## config.mk

```make
export PLATFORM = sky130hd
export DESIGN_NAME = input_port_buffer_flat
export DESIGN_NICKNAME = d
export VERILOG_FILES = /design/src/rtl/input_port_buffer_if.sv /design/src/rtl/input_port_buffer.sv /design/src/flat_wrapper.sv
export SDC_FILE = /design/constraint.sdc
export NUM_CORES = 1
export LEC_CHECK = 0
export CAP_MARGIN = 15
export CORE_UTILIZATION = 35
export CTS_BUF_LIST = sky130_fd_sc_hd__clkbuf_16
export DETAILED_ROUTE_END_ITERATION = 16
export GPL_ROUTABILITY_DRIVEN = 0
export HOLD_SLACK_MARGIN = 0.1
export SLEW_MARGIN = 20
export SYNTH_ARGS = -nofsm -noshare
export SYNTH_HDL_FRONTEND = slang
export SYNTH_SLANG_ARGS = --single-unit
```

## constraint.sdc

```tcl
create_clock -name i_clk -period 3.4 [get_ports i_clk]
set_input_delay 0.85 -clock i_clk [delete_from_list [all_inputs] [get_ports i_clk]]
set_output_delay 0.85 -clock i_clk [all_outputs]
set_load 0.01 [all_outputs]
```

## src/rtl/input_port_buffer_if.sv

```systemverilog
// Flit-side bundle of the wormhole input buffer: upstream write port, switch pop,
// front-flit view, route-calculator destination, credit and error flags.
`ifndef X_NODES
  `define X_NODES 4
`endif
`ifndef Y_NODES
  `define Y_NODES 4
`endif

interface input_port_buffer_if #(
  parameter int DATA_W = 32
);
  localparam int XW = $clog2(`X_NODES);
  localparam int YW = $clog2(`Y_NODES);

  logic [DATA_W-1:0] i_flit_data;
  logic              i_flit_head;
  logic              i_flit_tail;
  logic              i_flit_val;
  logic              i_pop;
  logic [DATA_W-1:0] o_flit_data;
  logic              o_flit_head;
  logic              o_flit_tail;
  logic              o_flit_val;
  logic [XW-1:0]     o_x_dest;
  logic [YW-1:0]     o_y_dest;
  logic              o_dest_val;
  logic              o_credit;
  logic              o_overflow;
  logic              o_proto_err;

  modport master (
    output i_flit_data, i_flit_head, i_flit_tail, i_flit_val, i_pop,
    input  o_flit_data, o_flit_head, o_flit_tail, o_flit_val,
    input  o_x_dest, o_y_dest, o_dest_val, o_credit, o_overflow, o_proto_err
  );

  modport slave (
    input  i_flit_data, i_flit_head, i_flit_tail, i_flit_val, i_pop,
    output o_flit_data, o_flit_head, o_flit_tail, o_flit_val,
    output o_x_dest, o_y_dest, o_dest_val, o_credit, o_overflow, o_proto_err
  );
endinterface

```

## src/rtl/input_port_buffer.sv

```systemverilog
// Wormhole input buffer: flit FIFO, head-destination hold for the route calculator,
// credit return. Optional PACKET_CHECK_EN drops stray body flits and flags protocol errors.
`ifndef X_NODES
  `define X_NODES 4
`endif
`ifndef Y_NODES
  `define Y_NODES 4
`endif

module input_port_buffer #(
  parameter int DEPTH  = 4,
  parameter int DATA_W = 32
) (
  input logic            i_clk,
  input logic            i_reset,
  input_port_buffer_if.slave bus
);
  localparam int XW = $clog2(`X_NODES);
  localparam int YW = $clog2(`Y_NODES);
  localparam int DW = XW + YW;
  localparam int AW = $clog2(DEPTH);

  localparam logic [0:0] ST_HEAD_WAIT = 1'b0;
  localparam logic [0:0] ST_BODY      = 1'b1;

  logic [DATA_W-1:0] data_mem_q [DEPTH];
  logic [DEPTH-1:0]  head_mem_q, tail_mem_q;
  logic [AW-1:0]     wr_ptr_q, wr_ptr_d, rd_ptr_q, rd_ptr_d;
  logic [AW:0]       count_q, count_d;
  logic [0:0]        state_q, state_d;
  logic [DW-1:0]     dest_q, dest_d;
  logic              credit_q, credit_d;
  logic              overflow_q, overflow_d;
  logic              proto_err_q, proto_err_d;

  logic              empty_s, full_s, pop_s, wr_s, drop_s, body_head_s;
  logic [DATA_W-1:0] front_data_s;
  logic              front_head_s, front_tail_s;

  always_comb begin
    empty_s      = (count_q == {(AW+1){1'b0}});
    full_s       = (count_q == (AW+1)'(DEPTH));
    // Gate the front view so stale storage never leaks out while empty.
    front_data_s = empty_s ? {DATA_W{1'b0}} : data_mem_q[rd_ptr_q];
    front_head_s = empty_s ? 1'b0 : head_mem_q[rd_ptr_q];
    front_tail_s = empty_s ? 1'b0 : tail_mem_q[rd_ptr_q];
`ifdef PACKET_CHECK_EN
    drop_s       = (state_q == ST_HEAD_WAIT) && !empty_s && !front_head_s;
    body_head_s  = (state_q == ST_BODY) && !empty_s && front_head_s;
`else
    drop_s       = 1'b0;
    body_head_s  = 1'b0;
`endif
    pop_s        = (bus.i_pop && !empty_s) || drop_s;
    wr_s         = bus.i_flit_val && (!full_s || pop_s);

    wr_ptr_d     = wr_s  ? wr_ptr_q + AW'(1) : wr_ptr_q;
    rd_ptr_d     = pop_s ? rd_ptr_q + AW'(1) : rd_ptr_q;
    case ({wr_s, pop_s})
      2'b10:   count_d = count_q + (AW+1)'(1);
      2'b01:   count_d = count_q - (AW+1)'(1);
      default: count_d = count_q;
    endcase

    state_d = state_q;
    dest_d  = dest_q;
    if (pop_s) begin
      if (state_q == ST_HEAD_WAIT) begin
        if (!drop_s && !front_tail_s) begin
          state_d = ST_BODY;
          dest_d  = front_data_s[DW-1:0];
        end else begin
          state_d = ST_HEAD_WAIT;
        end
      end else if (front_tail_s) begin
        state_d = ST_HEAD_WAIT;
      end else begin
        state_d = ST_BODY;
      end
    end else begin
      state_d = state_q;
    end

    credit_d    = pop_s;
    overflow_d  = overflow_q | (bus.i_flit_val && full_s && !pop_s);
    proto_err_d = proto_err_q | drop_s | body_head_s;
  end

  always_ff @(posedge i_clk or posedge i_reset) begin
    if (i_reset) begin
      wr_ptr_q    <= {AW{1'b0}};
      rd_ptr_q    <= {AW{1'b0}};
      count_q     <= {(AW+1){1'b0}};
      state_q     <= ST_HEAD_WAIT;
      dest_q      <= {DW{1'b0}};
      credit_q    <= 1'b0;
      overflow_q  <= 1'b0;
      proto_err_q <= 1'b0;
    end else begin
      wr_ptr_q    <= wr_ptr_d;
      rd_ptr_q    <= rd_ptr_d;
      count_q     <= count_d;
      state_q     <= state_d;
      dest_q      <= dest_d;
      credit_q    <= credit_d;
      overflow_q  <= overflow_d;
      proto_err_q <= proto_err_d;
    end
  end

  // Storage needs no reset: the count gates every read.
  always_ff @(posedge i_clk) begin
    if (wr_s) begin
      data_mem_q[wr_ptr_q] <= bus.i_flit_data;
      head_mem_q[wr_ptr_q] <= bus.i_flit_head;
      tail_mem_q[wr_ptr_q] <= bus.i_flit_tail;
    end
  end

  always_comb begin
    bus.o_flit_data = front_data_s;
    bus.o_flit_head = front_head_s;
    bus.o_flit_tail = front_tail_s;
    bus.o_flit_val  = !empty_s;
    bus.o_dest_val  = !empty_s && !drop_s;
    bus.o_credit    = credit_q;
    bus.o_overflow  = overflow_q;
    bus.o_proto_err = proto_err_q;
    if (state_q == ST_BODY) begin
      bus.o_x_dest = dest_q[XW-1:0];
      bus.o_y_dest = dest_q[DW-1:XW];
    end else begin
      bus.o_x_dest = front_data_s[XW-1:0];
      bus.o_y_dest = front_data_s[DW-1:XW];
    end
  end
endmodule

```

## src/flat_wrapper.sv

```systemverilog
// flat-port wrapper written by rule: the top's interface ports become plain ports
module input_port_buffer_flat 
#(
  parameter int DEPTH  = 4,
  parameter int DATA_W = 32
)
  (i_clk, i_reset, bus_i_flit_data, bus_i_flit_head, bus_i_flit_tail, bus_i_flit_val, bus_i_pop, bus_o_flit_data, bus_o_flit_head, bus_o_flit_tail, bus_o_flit_val, bus_o_x_dest, bus_o_y_dest, bus_o_dest_val, bus_o_credit, bus_o_overflow, bus_o_proto_err);
  input_port_buffer_if #(.DATA_W(DATA_W)) bus_i ();
  input logic i_clk;
  input logic i_reset;
  input wire logic [$bits(bus_i.i_flit_data)-1:0] bus_i_flit_data;
  input wire logic [$bits(bus_i.i_flit_head)-1:0] bus_i_flit_head;
  input wire logic [$bits(bus_i.i_flit_tail)-1:0] bus_i_flit_tail;
  input wire logic [$bits(bus_i.i_flit_val)-1:0] bus_i_flit_val;
  input wire logic [$bits(bus_i.i_pop)-1:0] bus_i_pop;
  output wire logic [$bits(bus_i.o_flit_data)-1:0] bus_o_flit_data;
  output wire logic [$bits(bus_i.o_flit_head)-1:0] bus_o_flit_head;
  output wire logic [$bits(bus_i.o_flit_tail)-1:0] bus_o_flit_tail;
  output wire logic [$bits(bus_i.o_flit_val)-1:0] bus_o_flit_val;
  output wire logic [$bits(bus_i.o_x_dest)-1:0] bus_o_x_dest;
  output wire logic [$bits(bus_i.o_y_dest)-1:0] bus_o_y_dest;
  output wire logic [$bits(bus_i.o_dest_val)-1:0] bus_o_dest_val;
  output wire logic [$bits(bus_i.o_credit)-1:0] bus_o_credit;
  output wire logic [$bits(bus_i.o_overflow)-1:0] bus_o_overflow;
  output wire logic [$bits(bus_i.o_proto_err)-1:0] bus_o_proto_err;
  assign bus_i.i_flit_data = bus_i_flit_data;
  assign bus_i.i_flit_head = bus_i_flit_head;
  assign bus_i.i_flit_tail = bus_i_flit_tail;
  assign bus_i.i_flit_val = bus_i_flit_val;
  assign bus_i.i_pop = bus_i_pop;
  assign bus_o_flit_data = bus_i.o_flit_data;
  assign bus_o_flit_head = bus_i.o_flit_head;
  assign bus_o_flit_tail = bus_i.o_flit_tail;
  assign bus_o_flit_val = bus_i.o_flit_val;
  assign bus_o_x_dest = bus_i.o_x_dest;
  assign bus_o_y_dest = bus_i.o_y_dest;
  assign bus_o_dest_val = bus_i.o_dest_val;
  assign bus_o_credit = bus_i.o_credit;
  assign bus_o_overflow = bus_i.o_overflow;
  assign bus_o_proto_err = bus_i.o_proto_err;
  input_port_buffer #(.DEPTH(DEPTH), .DATA_W(DATA_W)) u_core (.i_clk(i_clk), .i_reset(i_reset), .bus(bus_i));
endmodule
```

==> flow_summary.toml <==
[sta]
maxSlewHeadroom_pct = 34.5
finalCriticalPeriod_ns = 3.30
drv_slew = 0
setup_viol = 0
hold_viol_final = 0
finalCritPeriodShare_pct = 96.9
grt_setup_unrepaired = "true"
worstMarginPinSlew_ns = 0.983
fin_worst_skew_ns = 0.00879
fmax_ghz = 0.303

[critical_path]
path_class = "reg2out"
startpoint_type = "flip-flop"
end_kind = "output pin"
cp.arrival_ns = 2.45
cp_max_fo = 10
r2r_slack_ns = 1.03
r2r-end = "u_core.data_mem_q[0][13]$_DFFE_PP_"
crit_start = "u_core.rd_ptr_q[0]$_DFFE_PP0N_"
ff2ff_path_depth = 3
critPathRequiredTime_ns = 2.55
reg2reg_from = "u_core.count_q[2]$_DFFE_PP0P_"

[grt]
first_global_vias = 3286
antenna_found_initial = 0
grt_pass1_wl_um = 17900
overflow = 0
grt_max_degree = 35
grt_usage_pct = 14.0

[layout]
area_growth_pct = 28.7
diodes = 0
fin_area_sq_um = 7670
drive_gt1_share_pct = 25.1
mostFrequentLayoutCells = "edfxtp_1, clkdlybuf4s50_1, mux4_2, and2_1, clkbuf_16"
fin_nets = 429
layout_commonest_cell = "edfxtp_1"

[yosys]
syn_area_sq_um = 5960
syn_area_per_cell_sq_um = 20.4
synth_top_flop_cell = "edfxtp_1"
async_flop_share_pct = 9.33
synth.area.top_cells = "edfxtp_1, mux4_2, dfrtp_1"
yosysUniqueCellTypes = 35
ys_warn_count = 0
syn_nets = 335
synthCells = 292
synth_top_area_cell = "edfxtp_1"
synth_seq_cells = 150
yosys.area.top_type_share_pct = 68.6
seq_area_frac_synth_pct = 74.4
synth_edf_count = 136

[die]
fp.dieW_um = 132
fp.dieH_um = 132
die-area_sq_um = 17500
initial_utilization_pct = 35.9
ioPinCount = 81
core_area_sq_um = 16600
num_rows = 47

[run]
maxCapViolCount = 0

[placed_design]
io_buffers = 79
hpwl_um = 6750
placed_cell_area_sq_um = 7020

[power_and_ir_drop]
power_mw = 7.23
vdd_drop_max_v = 0.000576
p_per_area_nw_per_um2 = 943
leakage_nw = 2.58

[detailed_routing]
drc = 0
via_per_inst = 4.77
drt_pass1_iterations = 4
wire_per_inst_um = 18.1
drtIter0Drc = 144
ant_nets = 0
wirelength_um = 11200
num_vias = 2954

[worst_hold_path]
hold_class = "reg2reg"
whs_path_depth = 1
hp-start = "u_core.bus.o_overflow$_DFF_PP0_"
hold_end = "u_core.bus.o_overflow$_DFF_PP0_"

[clocking]
path_clk_slew_ns = 0.06
cts.sinks = 150
clock_latency_ns = 0.42
cts_tree = "yes"
htree_levels = 4
cts_buffer_depth = 2
numCtsBuffers = 17
clockRootBuffer = "clkbuf_16"

[status]
outcome = "finished clean"
==> stage by stage <==
step / worst slack, ns / hold slack [ns] / TNS, ns / utilization, % / cells
2_1_floorplan: 0.425 / 0.475 / 0 / - / 292
3_3_place_gp: 0.255 / 0.456 / 0 / 42.3 / 584
3_5_place_dp: 0.225 / 0.462 / 0 / 42.3 / 584
4_1_cts: 0.0282 / 0.476 / 0 / 46.2 / 618
5_1_grt: -0.00237 / 0.506 / -0.00378 / 46.2 / 619
6_report: 0.105 / 0.468 / 0 / 46.2 / 619
==> flip-flops by register name (all words and copies together) (netlist names) <==
register / cells
u_core.state_q: 1
u_core.head_mem_q: 4
u_core.count_q: 3
u_core.wr_ptr_q: 2
u_core.tail_mem_q: 4
u_core.rd_ptr_q: 2
u_core.bus.o_credit: 1
u_core.data_mem_q: 128
u_core.dest_q: 4
u_core.bus.o_overflow: 1
==> what timing repair did <==
item	4_1_cts	5_1_grt
buffers inserted	2	1
gates cloned	0	0
gates resized for setup	2	0
endpoints found under the hold margin	0	0
pin swaps	0	0
setup endpoints to repair	28	3
hold buffers	0	0
==> cell usage after synthesis (2+ instances only) <==
library cell / count
and2_1: 38
and3_1: 2
buf_2: 4
buf_4: 2
clkbuf_1: 10
dfrtp_1: 14
edfxtp_1: 136
ha_1: 4
inv_1: 7
mux2_2: 9
mux4_2: 34
nor2_1: 2
nor2b_1: 3
o21ai_0: 2
or2_2: 2
xnor2_1: 4
==> worst max path at each step <==
| stage | to | slack [ns] | cells after the start |
|---|---|---|---|
| final | bus_o_flit_tail | 0.10 | 4 |
| after floorplan | u_core.count_q[2]$_DFFE_PP0P_ | 0.43 | 7 |
| after detailed placement | u_core.count_q[2]$_DFFE_PP0P_ | 0.23 | 7 |
| after CTS | bus_o_flit_tail | 0.03 | 4 |
| after global routing | bus_o_flit_data[5] | -0.002 | 4 |
| after global placement | u_core.count_q[2]$_DFFE_PP0P_ | 0.26 | 7 |
==> final cells by class <==
class / count / area (sq um)
Clock buffer: 17 / 425
Clock inverter: 15 / 190
Fill cell: 1439 / 8920
Inverter: 7 / 26.3
Multi-Input combinational cell: 118 / 1420
Sequential cell: 150 / 4440
Tap cell: 220 / 275
Timing Repair Buffer: 92 / 888
==> metal layers <==
metal | GRT usage [%] | share of wire (%) | vias to the layer above
met5 | 0 | 0 | -
met4 | 4.41 | 0.89 | 0
met3 | 4.79 | 5.0 | 9
met2 | 22.8 | 49 | 79
met1 | 17.7 | 45 | 1528
li1 | - | - | 1338
==> worst max-delay path, stage by stage (launching register included) <==
cell             delay [ns]
dfrtp_4                0.52
buf_4                  0.23
mux4_2                 0.61
and2_1                 0.20
clkdlybuf4s50_1        0.47
==> power by group <==
| part | leakage (nW) | switching [mW] | internal, mW |
|---|---|---|---|
| Clock | 0.288 | 0.765 | 1.17 |
| Sequential | 1.41 | 0.199 | 2.46 |
| Combinational | 0.878 | 1.13 | 1.50 |
==> kinds of logic after synthesis <==
| family | synth area share (%) |
|---|---|
| flops | 74.4 |
| simple gates | 5.80 |
| mux | 14.7 |
| buf+inv | 1.85 |
| compound gates | 1.22 |
| fa+ha+maj | 1.18 |
| xor+xnor | 0.735 |
| other cells | 0.0630 |
Power figures use the tool's default switching activity.
